<file path="src/rtl/corn_input_sequencer.sv">
// Ping-pong frame buffer in front of the CORN core: fills 16-word frames from a
// valid/ready host stream and replays each full frame through the core load protocol.
module corn_input_sequencer #(
  parameter int WIDTH     = 16,
  parameter int NUM_WORDS = 16
) (
  input  logic             Clk,
  input  logic             Rst,
  input  logic             En,
  input  logic             InValid,
  input  logic [WIDTH-1:0] InData,
  output logic             InReady,
  input  logic             Done,
  output logic             InputReady,
  output logic [WIDTH-1:0] Inputs,
  output logic             Busy,
  output logic [7:0]       FrameCount
);

  localparam int CW = $clog2(NUM_WORDS);
  localparam logic [CW-1:0] LAST_IDX = CW'(NUM_WORDS - 1);

  typedef enum logic [1:0] {
    IDLE      = 2'd0,
    PULSE     = 2'd1,
    STREAM    = 2'd2,
    WAIT_DONE = 2'd3
  } state_t;

  logic [WIDTH-1:0] bank_r [2][NUM_WORDS];
  logic [1:0]       full_r;
  logic [1:0]       full_nxt_s;
  logic             fill_bank_r;
  logic [CW-1:0]    fill_cnt_r;
  logic             stream_bank_r;
  logic [CW-1:0]    k_r;
  state_t           state_r;
  logic             seen_hi_r;
  logic             input_ready_r;
  logic [WIDTH-1:0] inputs_r;
  logic             busy_r;
  logic [7:0]       frame_count_r;

  logic             in_ready_s;
  logic             accept_s;
  logic             fill_set_s;
  logic             stream_clr_s;

  // Ready depends only on registered state and the shared enable, never on InValid.
  assign in_ready_s   = En & ~Rst & ~full_r[fill_bank_r];
  assign accept_s     = InValid & in_ready_s;
  assign fill_set_s   = accept_s & (fill_cnt_r == LAST_IDX);
  assign stream_clr_s = (state_r == STREAM) & En & (k_r == LAST_IDX);

  assign InReady    = in_ready_s;
  assign InputReady = input_ready_r;
  assign Inputs     = inputs_r;
  assign Busy       = busy_r;
  assign FrameCount = frame_count_r;

  // Next value of the per-bank full flags; fill only sets a clear flag, stream only clears a set one.
  always_comb begin
    full_nxt_s = full_r;
    for (int b = 0; b < 2; b++) begin
      if (fill_set_s && (fill_bank_r == 1'(b))) begin
        full_nxt_s[b] = 1'b1;
      end else if (stream_clr_s && (stream_bank_r == 1'(b))) begin
        full_nxt_s[b] = 1'b0;
      end else begin
        full_nxt_s[b] = full_r[b];
      end
    end
  end

  // Full flag register.
  always_ff @(posedge Clk) begin
    if (Rst) begin
      full_r <= 2'b00;
    end else begin
      full_r <= full_nxt_s;
    end
  end

  // Fill side: buffer writes and fill pointers.
  always_ff @(posedge Clk) begin
    if (Rst) begin
      fill_bank_r <= 1'b0;
      fill_cnt_r  <= '0;
      for (int b = 0; b < 2; b++) begin
        for (int w = 0; w < NUM_WORDS; w++) begin
          bank_r[b][w] <= '0;
        end
      end
    end else if (accept_s) begin
      bank_r[fill_bank_r][fill_cnt_r] <= InData;
      if (fill_cnt_r == LAST_IDX) begin
        fill_cnt_r  <= '0;
        fill_bank_r <= ~fill_bank_r;
      end else begin
        fill_cnt_r <= fill_cnt_r + CW'(1);
      end
    end
  end

  // Stream FSM with registered core-side outputs.
  always_ff @(posedge Clk) begin
    if (Rst) begin
      state_r       <= IDLE;
      stream_bank_r <= 1'b0;
      k_r           <= '0;
      seen_hi_r     <= 1'b0;
      input_ready_r <= 1'b0;
      inputs_r      <= '0;
      busy_r        <= 1'b0;
      frame_count_r <= 8'd0;
    end else begin
      case (state_r)
        IDLE: begin
          if (En && full_r[stream_bank_r]) begin
            state_r       <= PULSE;
            input_ready_r <= 1'b1;
            inputs_r      <= '0;
            busy_r        <= 1'b1;
          end
        end
        PULSE: begin
          // An issued pulse always completes, even if En dropped meanwhile.
          state_r       <= STREAM;
          input_ready_r <= 1'b0;
          k_r           <= '0;
          inputs_r      <= bank_r[stream_bank_r][CW'(0)];
        end
        STREAM: begin
          if (En) begin
            if (k_r == LAST_IDX) begin
              state_r       <= WAIT_DONE;
              inputs_r      <= '0;
              k_r           <= '0;
              stream_bank_r <= ~stream_bank_r;
            end else begin
              k_r      <= k_r + CW'(1);
              inputs_r <= bank_r[stream_bank_r][k_r + CW'(1)];
            end
          end
        end
        WAIT_DONE: begin
          // Done is tracked regardless of En; the remembered fall is acted on once enabled.
          if (seen_hi_r && !Done) begin
            if (En) begin
              seen_hi_r     <= 1'b0;
              frame_count_r <= frame_count_r + 8'd1;
              state_r       <= IDLE;
              busy_r        <= 1'b0;
            end
          end else if (Done) begin
            seen_hi_r <= 1'b1;
          end
        end
        default: begin
          state_r       <= IDLE;
          input_ready_r <= 1'b0;
          inputs_r      <= '0;
          busy_r        <= 1'b0;
          seen_hi_r     <= 1'b0;
        end
      endcase
    end
  end

endmodule

</file>
<file path="config.mk">
export PLATFORM = sky130hd
export DESIGN_NAME = corn_input_sequencer
export DESIGN_NICKNAME = d
export VERILOG_FILES = /design/src/rtl/corn_input_sequencer.sv
export SDC_FILE = /design/constraint.sdc
export NUM_CORES = 1
export LEC_CHECK = 0
export CORE_MARGIN = 5
export CORE_UTILIZATION = 50
export DETAILED_ROUTE_END_ITERATION = 10
export MAX_ROUTING_LAYER = met4
export PLACE_DENSITY = 0.66
export SETUP_SLACK_MARGIN = 0.4
export SLEW_MARGIN = 25
export SYNTH_ARGS = -nofsm -noshare
export SYNTH_HDL_FRONTEND = slang
export SYNTH_SLANG_ARGS = --single-unit
</file>
<file path="constraint.sdc">
create_clock -name Clk -period 4.9 [get_ports Clk]
set_clock_uncertainty 0.1 [all_clocks]
set_input_delay 0.735 -clock Clk [delete_from_list [all_inputs] [get_ports Clk]]
set_output_delay 0.735 -clock Clk [all_outputs]
set_load 0.02 [all_outputs]
</file>
==> impl_metrics.toml, run 1 <==
[outcome]
status = "complete, no violations"

[sta]
hold_viol = 0
layout_setup_ws_ns = 1.56
worst_pin_slew_ns = 0.970
fmax_mhz = 300
rsz0062_at_grt = "no"
setup_viol = 0
period_share = 0.681
maxSlewHeadroom = 0.353
finalSetupTns_ns = 0
min_period_ns = 3.34
final_max_slew_viol_count = 0

[global_routing]
grt_pass1_wl_mm = 91.1
grt_overflow = 0
antenna_found_initial = 1
grt_max_degree = 124
grtUsageTotal = 0.242
first_global_vias = 13400

[yosys]
synthMostInstantiatedCell = "edfxtp_1"
synth-compound-area-share = 0.0296
yosysTopAreaCell = "edfxtp_1"
synth_top_area_frac = 0.641
synth_top_flop_cell = "edfxtp_1"
postSynthAreaPerCell_um2 = 16.8
synthArstFlopShare = 0
synthesis.nets = 1464
synthTopCellsByCount = "512 x edfxtp_1, 243 x and2_1, 146 x mux4_2"
synth_xor_area_frac = 0.00511
synthSimpleGateAreaFrac = 0.105
synth_top_family_by_area = "multiplexers"
synth.ff_latch_count = 554
muxShareOfSynthArea = 0.153
ys_top_cells_by_area = "edfxtp_1 64%, mux4_2 14%, and2_1 6.3%"
synth-edff-count = 512
synth_cells = 1431
yosysWarnings = 0
netlist_area_um2 = 24000
synth_cell_types = 62
synth_adder_area_share = 0.00626
ys_seq_area_frac = 0.676

[cts]
cts_buffers = 55
post_cts_hold_buffer_count = 0
post_cts_buffers = 0
cts_sinks = 554
cts-root-buf = "clkbuf_16"
cts_tree = "yes"
worstSkewPairLatency_ns = 0.61
cts_resized = 0
clk_pin_slew_ns = 0.06
cts_buffer_depth = 3
h-tree-depth = 2

[placed_design]
portBuffers = 47
finalWeightedCongestion = 0.884
hpwlAfterDp_mm = 38.7
dp_slack_ns = 1.00

[finish]
fillers = 3581
area_growth_pct = 12.6
num_antenna_cells = 0
drive_gt1_frac = 0.226
nets = 1516

[detailed_routing]
firstDrtPassIters = 5
drtAntennaViolNets = 0
vias = 13100
drc_errors = 0
vias_per_cell = 6.12
wl_mm = 61.6
drt_iter0_markers = 1399
wl_per_cell_um = 28.7

[floorplan]
core_um2 = 47500
start_util = 0.504
die-area_um2 = 52400
die_h_um = 229
io_pins = 48
die_w_um = 229
num_rows = 80

[worst_setup_path]
cp-end-kind = "flip-flop"
arrival_ns = 3.46
cp_max_fo = 16
path_class = "in -> reg"
critPathRequiredTime_ns = 5.03
cp-start-kind = "input pin"

[power_and_ir_drop]
ir_drop_v = 0.000220
powerDensity_nw_per_um2 = 371
leakage_nw = 9.45

[worst_hold_path]
hp-class = "reg -> reg"

[job]
cap_violations = 0
[sequential cells by signal (all words and copies together) (netlist names), named ones only]
register	count
Busy	1
FrameCount	8
InputReady	1
Inputs	16
bank_r	512
fill_bank_r	1
fill_cnt_r	4
full_r	2
k_r	4
seen_hi_r	1
state_r	2
stream_bank_r	1
[where the power goes]
group | leakage (nW) | switching (mW) | internal, mW
registers | 5.62 | 0.0553 | 5.35
logic | 2.98 | 0.318 | 0.148
clock network | 0.860 | 1.80 | 2.36
[worst paths after layout]
path                                          startpoint                        to  slack (ns)  cells past startpoint
worst min-delay path              Inputs[2]$_SDFFE_PP0P_    Inputs[2]$_SDFFE_PP0P_        0.38                      2
worst max-delay path                                  En  bank_r[1][145]$_DFFE_PP_        1.56                      6
worst min register to register    Inputs[2]$_SDFFE_PP0P_    Inputs[2]$_SDFFE_PP0P_        0.38                      2
worst max register to register  fill_bank_r$_SDFFE_PP0P_  bank_r[1][145]$_DFFE_PP_        1.62                      5
[per-stage QoR]
step	utilization	cell area (um2)	total power [mW]	instances	hold slack (ns)
2_1_floorplan	-	24000	5.73	1431	0.371
3_3_place_gp	0.531	25200	5.95	2041	0.368
3_5_place_dp	0.531	25200	5.97	2041	0.373
4_1_cts	0.568	27000	10.1	2142	0.388
5_1_grt	0.568	27000	10.3	2142	0.419
6_report	0.568	27000	10.0	2142	0.383
[area by class of cell]
class,instances,area (um2),area share
inverter,29,109,0.00403
clock inverter,33,313,0.0116
sequential,554,16200,0.601
clock buffer,68,1450,0.0536
tap,615,769,0.0285
multi-input combinational,750,7290,0.270
timing repair buffer,93,861,0.0319
[cell usage in the layout, fill, tap and decap left out, drive strengths merged, types with 4 or more instances in the layout]
master,n
edfxtp,512
and2,243
mux4,146
nor2,77
clkbuf,68
nand2,64
buf,47
clkdlybuf4s50,46
dfxtp,42
inv,31
o21ai,29
a22oi,27
clkinv,23
mux2,21
nand3,13
mux2i,13
ha,12
a21oi,9
nor3,8
xnor2,7
a211oi,7
xor2,7
o22ai,6
bufinv,5
nor4,5
a21o,4
nor2b,4
nand2b,4
a221oi,4
[critical path, stage by stage]
cell and delay (ns):
clkdlybuf4s50_1 0.66, and2b_1 0.30, nand3_4 0.16, nor4_1 0.57, and3_1 0.31, a21o_1 0.71
[cells by family (layout without fill, tap and decap cells)]
logic type                 after synthesis  count (layout)
DFF                                    554             554
and+or+nand+nor                        439             439
muxes                                  180             180
buffers and inverters                  127             223
AOI/OAI and AO/OA                      105             105
xor gates and xnor gates                14              14
adders and majority gates               12              12
[metal layers]
layer	share of wire	vias up	wire length, um	track usage
li1	-	5589	-	-
met1	0.40	6854	24800	0.320
met2	0.49	549	30500	0.392
met3	0.068	117	4170	0.0383
met4	0.034	0	2090	0.0748
met5	0	-	0	-
Power figures use the tool's default switching activity.
==> run 2, diff against run 1 <==
==> constraint.sdc (replaced) <==
create_clock -name Clk -period 3.2 [get_ports Clk]
set_clock_uncertainty 0.1 [all_clocks]
set_input_delay 0.48 -clock Clk [delete_from_list [all_inputs] [get_ports Clk]]
set_output_delay 0.48 -clock Clk [all_outputs]
set_load 0.02 [all_outputs]
==> run 2 against run 1 <==
Final cell count rose by 3.7%; largest cell class unchanged; clock power rose by 63%; routed wire length rose by 0.46%; global-route usage up 0.32 points.
==> impl_metrics.toml, run 2 (same netlist as run 1, synthesis figures left out) <==
[outcome]
status = "complete, no violations"

[placed_design]
post-place-cells = 2114
dpl-instance-area_um2 = 26000
hpwlAfterDp_mm = 41.0
dp_slack_ns = 0.199
portBuffers = 47
finalWeightedCongestion = 0.853

[worst_hold_path]
min_path_cells = 3
min-delay-start = "Rst"
hp-class = "in -> reg"
hold_path_end = "state_r[1]$_SDFFE_PP0P_"

[sta]
layout_setup_ws_ns = 0.453
hold_viol = 0
fmax_mhz = 364
finalSetupTns_ns = 0
maxSlewHeadroom = 0.508
hold_ws_ns = 0.354
worst_pin_slew_ns = 0.730
period_share = 0.858
rsz0062_at_grt = "no"
final_max_slew_viol_count = 0
setup_viol = 0
min_period_ns = 2.75

[finish]
largest_reg_flops = 512
final-seq-area_um2 = 16200
area_growth_pct = 16.4
num_antenna_cells = 0
nets = 1595
stdcell_area_um2 = 27900
layout_common_cells = "512 x edfxtp_1, 242 x and2_1, 146 x mux4_2"
drive_gt1_frac = 0.265
final_common_cell = "edfxtp_1"
fillers = 3513
fin_util = 0.587
top_register = "bank_r"
multiInputGateArea_um2 = 7290
final_cells = 2222

[worst_setup_path]
rr_worst_depth = 8
arrival_ns = 2.94
cp_max_fo = 9
cp-end-kind = "flip-flop"
r2r_end = "bank_r[1][182]$_DFFE_PP_"
r2r_start = "fill_bank_r$_SDFFE_PP0P_"
cp-start-kind = "flip-flop"
critPathRequiredTime_ns = 3.40
path_class = "reg -> reg"
r2r_setup_slack_ns = 0.45

[cts]
post_cts_hold_buffer_count = 0
clk_pin_slew_ns = 0.06
cts_sinks = 554
cts_buffer_depth = 3
cts_tree = "yes"
cts_buffers = 56
worstSkewPairLatency_ns = 0.60
h-tree-depth = 2
cts-root-buf = "clkbuf_16"

[detailed_routing]
drtAntennaViolNets = 0
wl_per_cell_um = 27.8
vias = 13400
firstDrtPassIters = 5
drc_errors = 0
drt_iter0_markers = 1552
wl_mm = 61.8
vias_per_cell = 6.04

[global_routing]
grt_max_degree = 72
grt_overflow = 0
first_global_vias = 13400
antenna_found_initial = 0
grt_pass1_wl_mm = 92.1
grtUsageTotal = 0.245

[power_and_ir_drop]
ir_drop_v = 0.000378
leakage_nw = 9.97
powerDensity_nw_per_um2 = 567
power_mw = 15.8

[floorplan]
die_w_um = 229
die-area_um2 = 52400
io_pins = 48
start_util = 0.504
core_um2 = 47500
num_rows = 80
die_h_um = 229

[job]
cap_violations = 0
==> run 2: cell count changes in the layout (fill, tap and decap cells not counted), moves of 3 or more <==
cell       change
buf_12        +14
buf_4         +64
bufinv_16      +4
clkbuf_8       +3
clkinv_2       -4
==> run 2: what timing repair did <==
action                     CTS  global route
pin swaps                    0             0
setup endpoints to repair   79            60
gates resized for setup      1             2
hold endpoints to repair     0             0
buffers inserted             1             4
cloned                       0             0
==> run 2: layout make-up <==
class,instances,share of cell area
repair buffers,171,0.0581
clock inverters,32,0.0139
multi-input cells,750,0.261
flip-flops and latches,554,0.581
well taps,615,0.0276
inverters,29,0.00390
clock buffers,71,0.0541
==> run 2: worst max-delay path, cell delays in order (launching register included) <==
cell and delay, ns:
dfxtp_2 0.51, mux2i_4 0.28, buf_4 0.18, nand3_4 0.08
buf_4 0.18, nor4_1 0.43, and3_1 0.29, a21o_1 0.17
buf_4 0.21
==> run 2: worst max path at each step <==
stage                              from                            to  slack (ns)  depth (start not counted)
2_1_floorplan                       Rst  bank_r[0][144]$_SDFFCE_PN0P_        0.02                          7
3_3_place_gp                         En      bank_r[1][150]$_DFFE_PP_        0.24                          8
3_5_place_dp                         En      bank_r[1][182]$_DFFE_PP_        0.20                          8
4_1_cts        fill_bank_r$_SDFFE_PP0P_                       InReady        0.45                          3
5_1_grt        fill_bank_r$_SDFFE_PP0P_      bank_r[1][186]$_DFFE_PP_        0.40                          8
6_report       fill_bank_r$_SDFFE_PP0P_      bank_r[1][182]$_DFFE_PP_        0.45                          8
==> run 2: routing by layer <==
metal	vias up	global-route usage	wire length, um
li1	5761	-	-
met3	87	0.0369	4190
met4	0	0.0601	1500
met5	-	-	0
met1	7023	0.332	25100
met2	556	0.399	31000
==> run 2: report_power, final <==
group / internal (mW) / switching (mW) / leakage [nW]
logic: 0.281 / 0.497 / 3.43
registers: 8.18 / 0.0907 / 5.62
clock network: 4.05 / 2.73 / 0.922
